--- src/rtl/radar_scan_sequencer_if.sv ---
// Radar-side bundle of the scan sequencer: servo/ultrasonic drive codes
// going out, measurement done flag and distance code coming back.
interface radar_scan_sequencer_if;
  logic       enable_sm;
  logic       enable_us;
  logic [7:0] period;
  logic [3:0] dutty;
  logic       us_done;
  logic [7:0] us_dist;

  modport master (
    output enable_sm, enable_us, period, dutty,
    input  us_done, us_dist
  );

  modport slave (
    input  enable_sm, enable_us, period, dutty,
    output us_done, us_dist
  );
endinterface

--- src/rtl/radar_scan_sequencer.sv ---
// Radar scan sequencer: sweeps the servo across N_STEPS positions in a
// ping-pong pattern, lets each move settle, fires one ultrasonic
// measurement per position and stores the distance in a result table.
// Optional feature macro: SCAN_TIMEOUT_EN (measurement timeout writes
// 8'hFF and sets the sticky timeout_err flag).
module radar_scan_sequencer #(
  parameter int         N_STEPS     = 8,
  parameter int         SETTLE_CYC  = 25000000,
  parameter logic [7:0] SM_PERIOD   = 8'd20,
  parameter logic [7:0] US_PERIOD   = 8'd60,
  parameter logic [3:0] US_DUTTY    = 4'd1,
  parameter int         TIMEOUT_CYC = 3000000
) (
  input  logic                          clk,
  input  logic                          rst,
  input  logic                          start,
  input  logic                          continuous,
  radar_scan_sequencer_if.master        radar,
  input  logic [3:0]                    rd_addr,
  output logic [7:0]                    rd_data,
  output logic [3:0]                    step_idx,
  output logic                          busy,
  output logic                          sweep_done,
  output logic                          timeout_err
);

  localparam int AW = (N_STEPS > 1) ? $clog2(N_STEPS) : 1;

  typedef enum logic [2:0] {
    S_IDLE, S_MOVE, S_SETTLE, S_GAP, S_MEASURE, S_STORE, S_NEXT
  } state_t;

  state_t      state, next_state;
  logic        sync1, sync2, sync3;
  logic        done_pulse;
  logic [31:0] settle_cnt;
  logic        settle_done;
  logic        dir_up;
  logic        last_step;
  logic        meas_timeout;
  logic [7:0]  dist_reg;
  logic [7:0]  result_mem [N_STEPS];
  logic        sm_en, us_en, sweep_pulse;
  logic [7:0]  period_c;
  logic [3:0]  dutty_c;

  // Bring the slow-domain done level into clk and keep one extra stage for edge detection
  always_ff @(posedge clk or posedge rst) begin
    if (rst) begin
      sync1 <= 1'b0;
      sync2 <= 1'b0;
      sync3 <= 1'b0;
    end else begin
      sync1 <= radar.us_done;
      sync2 <= sync1;
      sync3 <= sync2;
    end
  end

  assign done_pulse = sync2 & ~sync3;

  // Settle counter restarts on every servo move and runs through SETTLE
  always_ff @(posedge clk or posedge rst) begin
    if (rst) settle_cnt <= '0;
    else if (state == S_MOVE) settle_cnt <= '0;
    else if (state == S_SETTLE) settle_cnt <= settle_cnt + 32'd1;
  end

  assign settle_done = (settle_cnt == 32'(SETTLE_CYC - 1));
  assign last_step   = dir_up ? (step_idx == 4'(N_STEPS - 1)) : (step_idx == 4'd0);

`ifdef SCAN_TIMEOUT_EN
  logic [31:0] meas_cnt;

  // Count cycles spent waiting for a measurement; cleared outside MEASURE
  always_ff @(posedge clk or posedge rst) begin
    if (rst) meas_cnt <= '0;
    else if (state != S_MEASURE) meas_cnt <= '0;
    else meas_cnt <= meas_cnt + 32'd1;
  end

  assign meas_timeout = (state == S_MEASURE) && !done_pulse &&
                        (meas_cnt == 32'(TIMEOUT_CYC - 1));

  // Sticky timeout flag, only cleared by reset
  always_ff @(posedge clk or posedge rst) begin
    if (rst) timeout_err <= 1'b0;
    else if (meas_timeout) timeout_err <= 1'b1;
  end
`else
  assign meas_timeout = 1'b0;
  assign timeout_err  = 1'b0;
`endif

  // Capture the distance on the done pulse, or the timeout marker
  always_ff @(posedge clk or posedge rst) begin
    if (rst) dist_reg <= 8'h00;
    else if (state == S_MEASURE && done_pulse) dist_reg <= radar.us_dist;
    else if (meas_timeout) dist_reg <= 8'hFF;
  end

  // State register
  always_ff @(posedge clk or posedge rst) begin
    if (rst) state <= S_IDLE;
    else state <= next_state;
  end

  // Next-state and radar drive decode; servo and ultrasonic never share a state
  always_comb begin
    next_state  = state;
    sm_en       = 1'b0;
    us_en       = 1'b0;
    period_c    = 8'h00;
    dutty_c     = 4'h0;
    sweep_pulse = 1'b0;
    case (state)
      S_IDLE: if (start) next_state = S_MOVE;
      S_MOVE: begin
        sm_en      = 1'b1;
        period_c   = SM_PERIOD;
        dutty_c    = step_idx;
        next_state = S_SETTLE;
      end
      S_SETTLE: begin
        sm_en    = 1'b1;
        period_c = SM_PERIOD;
        dutty_c  = step_idx;
        if (settle_done) next_state = S_GAP;
      end
      S_GAP: next_state = S_MEASURE;
      S_MEASURE: begin
        us_en    = 1'b1;
        period_c = US_PERIOD;
        dutty_c  = US_DUTTY;
        if (done_pulse || meas_timeout) next_state = S_STORE;
      end
      S_STORE: next_state = S_NEXT;
      S_NEXT: begin
        if (last_step) begin
          sweep_pulse = 1'b1;
          next_state  = continuous ? S_MOVE : S_IDLE;
        end else begin
          next_state = S_MOVE;
        end
      end
      default: next_state = S_IDLE;
    endcase
  end

  assign radar.enable_sm = sm_en;
  assign radar.enable_us = us_en;
  assign radar.period    = period_c;
  assign radar.dutty     = dutty_c;
  assign busy            = (state != S_IDLE);
  assign sweep_done      = sweep_pulse;

  // Step/direction ping-pong: the end step flips direction and starts the next sweep
  always_ff @(posedge clk or posedge rst) begin
    if (rst) begin
      step_idx <= 4'd0;
      dir_up   <= 1'b1;
    end else if (state == S_NEXT) begin
      if (last_step) dir_up <= ~dir_up;
      else if (dir_up) step_idx <= step_idx + 4'd1;
      else step_idx <= step_idx - 4'd1;
    end
  end

  // Result table write; cleared on reset
  always_ff @(posedge clk or posedge rst) begin
    if (rst) begin
      for (int i = 0; i < N_STEPS; i++) result_mem[i] <= 8'h00;
    end else if (state == S_STORE) begin
      result_mem[step_idx[AW-1:0]] <= dist_reg;
    end
  end

  // Registered read port; out-of-range addresses read as zero
  always_ff @(posedge clk or posedge rst) begin
    if (rst) rd_data <= 8'h00;
    else if ({28'd0, rd_addr} < 32'(N_STEPS)) rd_data <= result_mem[rd_addr[AW-1:0]];
    else rd_data <= 8'h00;
  end

endmodule
--- src/flat_wrapper.sv ---
// flat-port wrapper written by rule: the top's interface ports become plain ports
module radar_scan_sequencer_flat 
#(
  parameter int         N_STEPS     = 8,
  parameter int         SETTLE_CYC  = 25000000,
  parameter logic [7:0] SM_PERIOD   = 8'd20,
  parameter logic [7:0] US_PERIOD   = 8'd60,
  parameter logic [3:0] US_DUTTY    = 4'd1,
  parameter int         TIMEOUT_CYC = 3000000
)
  (clk, rst, start, continuous, rd_addr, rd_data, step_idx, busy, sweep_done, timeout_err, radar_enable_sm, radar_enable_us, radar_period, radar_dutty, radar_us_done, radar_us_dist);
  radar_scan_sequencer_if radar_i ();
  input  logic clk;
  input  logic rst;
  input  logic start;
  input  logic continuous;
  input  logic [3:0] rd_addr;
  output logic [7:0] rd_data;
  output logic [3:0] step_idx;
  output logic busy;
  output logic sweep_done;
  output logic timeout_err;
  output wire logic [$bits(radar_i.enable_sm)-1:0] radar_enable_sm;
  output wire logic [$bits(radar_i.enable_us)-1:0] radar_enable_us;
  output wire logic [$bits(radar_i.period)-1:0] radar_period;
  output wire logic [$bits(radar_i.dutty)-1:0] radar_dutty;
  input wire logic [$bits(radar_i.us_done)-1:0] radar_us_done;
  input wire logic [$bits(radar_i.us_dist)-1:0] radar_us_dist;
  assign radar_enable_sm = radar_i.enable_sm;
  assign radar_enable_us = radar_i.enable_us;
  assign radar_period = radar_i.period;
  assign radar_dutty = radar_i.dutty;
  assign radar_i.us_done = radar_us_done;
  assign radar_i.us_dist = radar_us_dist;
  radar_scan_sequencer #(.N_STEPS(N_STEPS), .SETTLE_CYC(SETTLE_CYC), .SM_PERIOD(SM_PERIOD), .US_PERIOD(US_PERIOD), .US_DUTTY(US_DUTTY), .TIMEOUT_CYC(TIMEOUT_CYC)) u_core (.clk(clk), .rst(rst), .start(start), .continuous(continuous), .radar(radar_i), .rd_addr(rd_addr), .rd_data(rd_data), .step_idx(step_idx), .busy(busy), .sweep_done(sweep_done), .timeout_err(timeout_err));
endmodule
--- config.mk ---
export PLATFORM = sky130hd
export DESIGN_NAME = radar_scan_sequencer_flat
export DESIGN_NICKNAME = d
export VERILOG_FILES = /design/src/rtl/radar_scan_sequencer_if.sv /design/src/rtl/radar_scan_sequencer.sv /design/src/flat_wrapper.sv
export SDC_FILE = /design/constraint.sdc
export NUM_CORES = 1
export LEC_CHECK = 0
export BUFFER_PORTS_ARGS = -buffer_cell sky130_fd_sc_hd__buf_4
export CORE_MARGIN = 1.5
export CORE_UTILIZATION = 25
export CTS_CLUSTER_DIAMETER = 30
export DETAILED_ROUTE_END_ITERATION = 10
export GPL_TIMING_DRIVEN = 0
export SLEW_MARGIN = 10
export SYNTH_ARGS = -nofsm -noshare
export SYNTH_HDL_FRONTEND = slang
export SYNTH_SLANG_ARGS = --single-unit
export TNS_END_PERCENT = 20
--- constraint.sdc ---
create_clock -name clk -period 5.4 [get_ports clk]
set_input_delay 0.54 -clock clk [delete_from_list [all_inputs] [get_ports clk]]
set_output_delay 0.54 -clock clk [all_outputs]
set_load 0.05 [all_outputs]
# ---- After elaboration in Yosys (flattened, before gate mapping)
# Cells that the tools add are included.
dict set report classes {
  addsub 3
  n_lt_le_gt_ge 4
  n_eq_ne 11
  muxes 23
  bitwise_logic 6
  n_reduce_logical 10
}
# op n
set op_table {}
lappend op_table {{$bwmux W64} 1}
lappend op_table {{$mux W32} 2}
lappend op_table {{$add A32 B1 Y32 const B} 1}
lappend op_table {{$eq A32 B25 Y1 const B} 1}
lappend op_table {{$mux W8} 4}
lappend op_table {{$bmux W8 S3} 1}
lappend op_table {{$demux W8 S3} 1}
lappend op_table {{$pmux W3 S7} 1}
lappend op_table {{$mux W3} 4}
lappend op_table {{$pmux W6 S2} 1}
lappend op_table {{$eq A3 B3 Y1 const B} 3}
lappend op_table {{$ge A4 B4 Y1 const B} 2}
lappend op_table {{$not A3 Y4} 2}
lappend op_table {{$pmux W4 S2} 1}
lappend op_table {{$eq A3 B2 Y1 const B} 2}
lappend op_table {{$mux W1} 6}
lappend op_table {{$add A4 B1 Y4 const B} 1}
lappend op_table {{$eq A4 B3 Y1 const B} 1}
lappend op_table {{$logic_not A4 Y1} 1}
lappend op_table {{$lt A4 B1 Y1 const B} 1}
lappend op_table {{$lt A4 B4 Y1 const B} 1}
lappend op_table {{$mux W4} 1}
lappend op_table {{$ne A2 B1 Y1 const B} 2}
lappend op_table {{$reduce_and A2 Y1} 2}
lappend op_table {{other kinds (11)} 14}
dict set report word_totals {
  reg_bits 123
  inputBits 17
  output_inout_bits 29
  wordCells 74
}

# ---- Depth between registers and ports, before layout
dict set report depth {
  word_depth 6
  ltp_mapped 9
  ltp_nobuf 7
}

# ---- Worst setup path after synthesis
# No wires, ideal clock.
dict set report synth_path {
  path_kind {register -> output}
  start {register u_core.state[0]}
  end {output radar_period[4]}
  arrival_ns 2.258
  required_time_ns 4.860
  setup_slack_ns 2.602
  path_stages_with_launch 8
  n_path_buf 4
  cell_sequence {dfrtp_1 -> buf_2 -> nand2b_1 -> a21o_1 -> clkbuf_1 -> clkbuf_1 -> o21ai_0 -> buf_4}
}
dict set report synth_between {
  elab_chain_cells 3
  word_cells_on_any_way 5
}
# element line
set synth_rtl {}
lappend synth_rtl {{start: declaration} radar_scan_sequencer.sv:33} ;# state_t state, next_state;
lappend synth_rtl {{start signal: assignment} radar_scan_sequencer.sv:105} ;# else state <= next_state;
lappend synth_rtl {{$eq A3 B2 Y1 / $eq A3 B1 Y1 (equally long branches)} radar_scan_sequencer.sv:116} ;# case (state)
lappend synth_rtl {{$reduce_or A2 Y1 (no source line)} --}
lappend synth_rtl {{$pmux W6 S2 *} radar_scan_sequencer.sv:116}
lappend synth_rtl {{end: declaration} flat_wrapper.sv:25} ;# output wire logic [$bits(radar_i.period)-1:0] radar_period;
# Every way passes the cells marked *; elsewhere a longest branch is shown, timed or not.

# ---- Worst setup path after layout
# Same ends and word-level chain as after synthesis.

==> flow_results.xml <==
<?xml version="1.0" encoding="UTF-8"?>
<metrics>
  <group name="outcome">
    <metric name="status" unit="">finished, final reports clean</metric>
  </group>
  <group name="sta">
    <metric name="clock_skew" unit="ns">0.006884</metric>
    <metric name="setup_viol" unit="">0</metric>
    <metric name="rsz_0062_raised_after_global_routing" unit="">no</metric>
    <metric name="timing.final.ws_setup" unit="ns">2.085</metric>
    <metric name="maxSlewHeadroom" unit="">0.3835</metric>
    <metric name="min_period" unit="ns">3.315</metric>
    <metric name="worstMarginPinSlew" unit="ns">0.9213</metric>
    <metric name="achievable-frequency" unit="MHz">301.6</metric>
    <metric name="hold_viol" unit="">0</metric>
    <metric name="slew_viol_final" unit="">0</metric>
    <metric name="finalCritPeriodShare" unit="">0.6140</metric>
    <metric name="timing.hold.ws" unit="ns">0.1427</metric>
  </group>
  <group name="worst_setup_path">
    <metric name="timing.critical_path.slowest_stage_cell" unit="">clkbuf_1</metric>
    <metric name="timing.critical_path.depth" unit="">8</metric>
    <metric name="cp_data_required_time" unit="ns">4.86</metric>
    <metric name="critical_path.cell_chain" unit="">buf_2 -&gt; nand2b_1 -&gt; a21o_1 -&gt; clkbuf_1 -&gt; clkbuf_1 -&gt; o21ai_0 -&gt; buf_4 -&gt; buf_4</metric>
    <metric name="timing_worst_setup_path_type" unit="">register to output pin</metric>
    <metric name="buffers_inverters_on_critical_path" unit="">5</metric>
    <metric name="startpoint_type" unit="">register</metric>
    <metric name="setup.worst_path.end_class" unit="">output pin</metric>
    <metric name="crit_fanout" unit="">10</metric>
    <metric name="rr_endpoint" unit="">u_core.settle_cnt[26]</metric>
    <metric name="timing.critical_path.slowest_cell_delay" unit="ns">0.47</metric>
    <metric name="depth_of_the_worst_register_to_register_path" unit="">9</metric>
    <metric name="r2r_start" unit="">u_core.state[0]</metric>
    <metric name="critical_path.startpoint" unit="">u_core.state[0]</metric>
    <metric name="timing.critical_path.arrival" unit="ns">2.78</metric>
    <metric name="rrSetupSlack" unit="ns">3.10</metric>
    <metric name="critical_path.top_delay_family" unit="">buffers and inverters</metric>
  </group>
  <group name="clock_network">
    <metric name="cts_hold_buf" unit="">0</metric>
    <metric name="post-cts-setup-buffer-count" unit="">0</metric>
    <metric name="clock_tree.buffer_depth" unit="">2</metric>
    <metric name="clk_root_buf" unit="">clkbuf_16</metric>
    <metric name="worst_skew_pair.late_latency" unit="ns">0.42</metric>
    <metric name="cts_inserted_buffers" unit="">17</metric>
    <metric name="clock_sinks" unit="">123</metric>
    <metric name="cts.reportedPaths.clkPinSlew" unit="ns">0.06</metric>
    <metric name="clock_tree_from_tritoncts" unit="">done</metric>
    <metric name="htree_num_levels" unit="">4</metric>
    <metric name="cts_repair_resize_count" unit="">0</metric>
  </group>
  <group name="floorplan">
    <metric name="fp-row-count" unit="">55</metric>
    <metric name="coreArea" unit="sq um">22920</metric>
    <metric name="die_width" unit="um">156.5</metric>
    <metric name="die_area" unit="sq um">24500</metric>
    <metric name="initial_utilization" unit="">0.2572</metric>
    <metric name="die_h" unit="um">156.5</metric>
    <metric name="design.portCount" unit="">46</metric>
  </group>
  <group name="final_layout">
    <metric name="nets" unit="">564</metric>
    <metric name="most_common_cell_after_layout_fill_and_taps_aside" unit="">dfrtp_1</metric>
    <metric name="antenna_cells" unit="">0</metric>
    <metric name="final.fill_count" unit="">2284</metric>
    <metric name="final_design_area_no_fill" unit="sq um">7234</metric>
    <metric name="mostFrequentLayoutCells" unit="">dfrtp_1 (122), mux2_2 (74), buf_4 (43), o21ai_0 (40), nand2_1 (30)</metric>
    <metric name="largest_register_ffs" unit="">64</metric>
    <metric name="reg.largest.list" unit="">u_core.result_mem (64), u_core.settle_cnt (32)</metric>
    <metric name="drive_above_1_share" unit="">0.3399</metric>
    <metric name="syn_to_final_growth" unit="%">22.76</metric>
    <metric name="largest-register" unit="">u_core.result_mem</metric>
  </group>
  <group name="power">
    <metric name="leakagePower" unit="nW">3.249</metric>
    <metric name="combPwrFrac" unit="">0.322</metric>
    <metric name="power.ir.vdd_worst" unit="mV">0.2962</metric>
    <metric name="power_switching" unit="mW">1.381</metric>
    <metric name="p_clk_frac" unit="">0.317</metric>
    <metric name="switching_fraction" unit="">0.3586</metric>
    <metric name="power-per-cell-area" unit="nW/um^2">532.3</metric>
    <metric name="seq_power_share" unit="">0.361</metric>
    <metric name="internal_power" unit="mW">2.470</metric>
  </group>
  <group name="drt">
    <metric name="drt_iter0_drc" unit="">280</metric>
    <metric name="final_antenna_net_count" unit="">0</metric>
    <metric name="detail_route.drc_violations" unit="">0</metric>
    <metric name="drt-wirelength-per-cell" unit="um">15.75</metric>
    <metric name="routed_wl" unit="um">13690</metric>
    <metric name="drt-pass1-iter-count" unit="">5</metric>
    <metric name="route.detailed.vias_per_inst" unit="">4.658</metric>
    <metric name="detailroute.via_count" unit="">4048</metric>
  </group>
  <group name="yosys">
    <metric name="synth.avg_cell_area" unit="sq um">12.20</metric>
    <metric name="share_of_flip_flops_with_an_asynchronous_set_or_reset" unit="">1.000</metric>
    <metric name="synth-seq-cells" unit="">123</metric>
    <metric name="synth-warning-count" unit="">0</metric>
    <metric name="number_of_cells_produced_by_synthesis" unit="">483</metric>
    <metric name="synth_enable_flop_cells" unit="">0</metric>
    <metric name="syn_area" unit="sq um">5893</metric>
    <metric name="number_of_distinct_standard_cells_referenced_by_the_synthesized_netlist" unit="">53</metric>
    <metric name="synth.yosys.seq_area_share" unit="">0.5225</metric>
    <metric name="synth_flop_cell" unit="">dfrtp_1</metric>
  </group>
  <group name="global_route">
    <metric name="first_global_vias" unit="">3968</metric>
    <metric name="first_pass_grt_wire_length" unit="um">22510</metric>
    <metric name="grt_start_max_net_pins" unit="">76</metric>
    <metric name="globalRouteTotalUtil" unit="">0.1205</metric>
    <metric name="grt_antenna_before_repair" unit="">0</metric>
    <metric name="grt.overflow.total" unit="">0</metric>
  </group>
  <group name="worst_hold_path">
    <metric name="hold_class" unit="">input pin to asynchronous set/reset pin</metric>
  </group>
  <group name="placement">
    <metric name="dp_worst_setup_slack" unit="ns">2.523</metric>
    <metric name="post_dp_cell_area" unit="sq um">6603</metric>
    <metric name="port_buf_inserts" unit="">36</metric>
    <metric name="routabilityCongestion" unit="">0.7893</metric>
    <metric name="dp_hpwl" unit="um">9029</metric>
  </group>
  <group name="job">
    <metric name="drv_cap" unit="">0</metric>
  </group>
</metrics>
## logic make-up after synthesis
logic type,Yosys count,share of synthesized area
simple gates,128,0.1261
buf+inv,40,0.03185
xor+xnor,4,0.005946
fa+ha+maj,4,0.009767
flops,123,0.5225
mux,98,0.2161
other cells,1,0.0006363
compound gates,85,0.08705
## area by class of cell
class / count / area, sq um / area share
clock buffers: 17 / 425.4 / 0.05880
multi-input cells: 324 / 2641 / 0.3651
plain buffers: 33 / 161.4 / 0.02231
inverters: 7 / 31.28 / 0.004324
repair buffers: 37 / 297.8 / 0.04116
well taps: 313 / 391.6 / 0.05413
clock inverters: 15 / 206.4 / 0.02854
flip-flops and latches: 123 / 3079 / 0.4256
## worst max-delay path by stage
| stage | to | slack (ns) |
|---|---|---|
| finish | radar_period[4] | 2.08 |
| global route | radar_period[4] | 1.93 |
| CTS | radar_period[4] | 2.06 |
| detailed placement | radar_period[4] | 2.52 |
| global placement | u_core.dist_reg[1] | -0.06 |
| floorplan | u_core.dist_reg[0] | 1.59 |
## metal layers
metal / part of all wire / up-vias / global-route usage
li1: - / 1922 / -
met1: 0.49 / 2031 / 0.1637
met2: 0.46 / 81 / 0.1890
met3: 0.036 / 14 / 0.02465
met4: 0.014 / 0 / 0.04490
met5: 0 / - / 0
## power by group through the flow
stage	Combinational, mW	Sequential (mW)	Clock [mW]
CTS	1.26	1.39	1.24
finish	1.24	1.39	1.22
global placement	1.23	1.40	0
global route	1.35	1.43	1.29
floorplan	0.842	1.42	0
detailed placement	1.25	1.40	0
## cell usage after synthesis, drive strengths merged (2+ instances only)
cell | number | share of area
o41ai | 2 | 0.0030
mux2i | 8 | 0.014
nand2 | 32 | 0.021
nand3b | 3 | 0.0038
buf | 18 | 0.018
o21ai | 41 | 0.035
and3 | 4 | 0.0042
or3 | 4 | 0.0042
nand2b | 3 | 0.0032
mux2 | 74 | 0.14
a41oi | 3 | 0.0045
nand4 | 15 | 0.017
a21o | 6 | 0.0076
nor3b | 3 | 0.0055
a22o | 2 | 0.0030
inv | 7 | 0.0045
mux4 | 16 | 0.061
xnor2 | 3 | 0.0045
dfrtp | 122 | 0.52
o31ai | 6 | 0.0076
nor2 | 22 | 0.014
a31oi | 6 | 0.0064
o311ai | 3 | 0.0045
nor4 | 7 | 0.015
and4 | 2 | 0.0030
nand3 | 14 | 0.014
nor2b | 2 | 0.0021
clkbuf | 15 | 0.0096
or4 | 4 | 0.0051
o211ai | 2 | 0.0025
nor3 | 5 | 0.0042
a21oi | 12 | 0.010
and2 | 4 | 0.0042
ha | 3 | 0.0064
## metrics by stage
stage	instances	power [mW]	setup TNS (ns)	util
finish	869	3.851	0	0.3157
global route	869	4.069	0	0.3157
CTS	869	3.889	0	0.3157
global placement	836	2.627	-5.991	0.2867
detailed placement	837	2.652	0	0.2881
floorplan	487	2.266	0	-
## worst reg2reg max path, delay by kind of cell (launching register included)
kind                   cells  cell delay [ns]
AND/OR/NAND/NOR            2             0.31
buffers and inverters      4             1.05
flip-flops                 1             0.35
AO/OA/AOI/OAI              3             0.45
No activity file was read; power rests on OpenSTA's default activity.
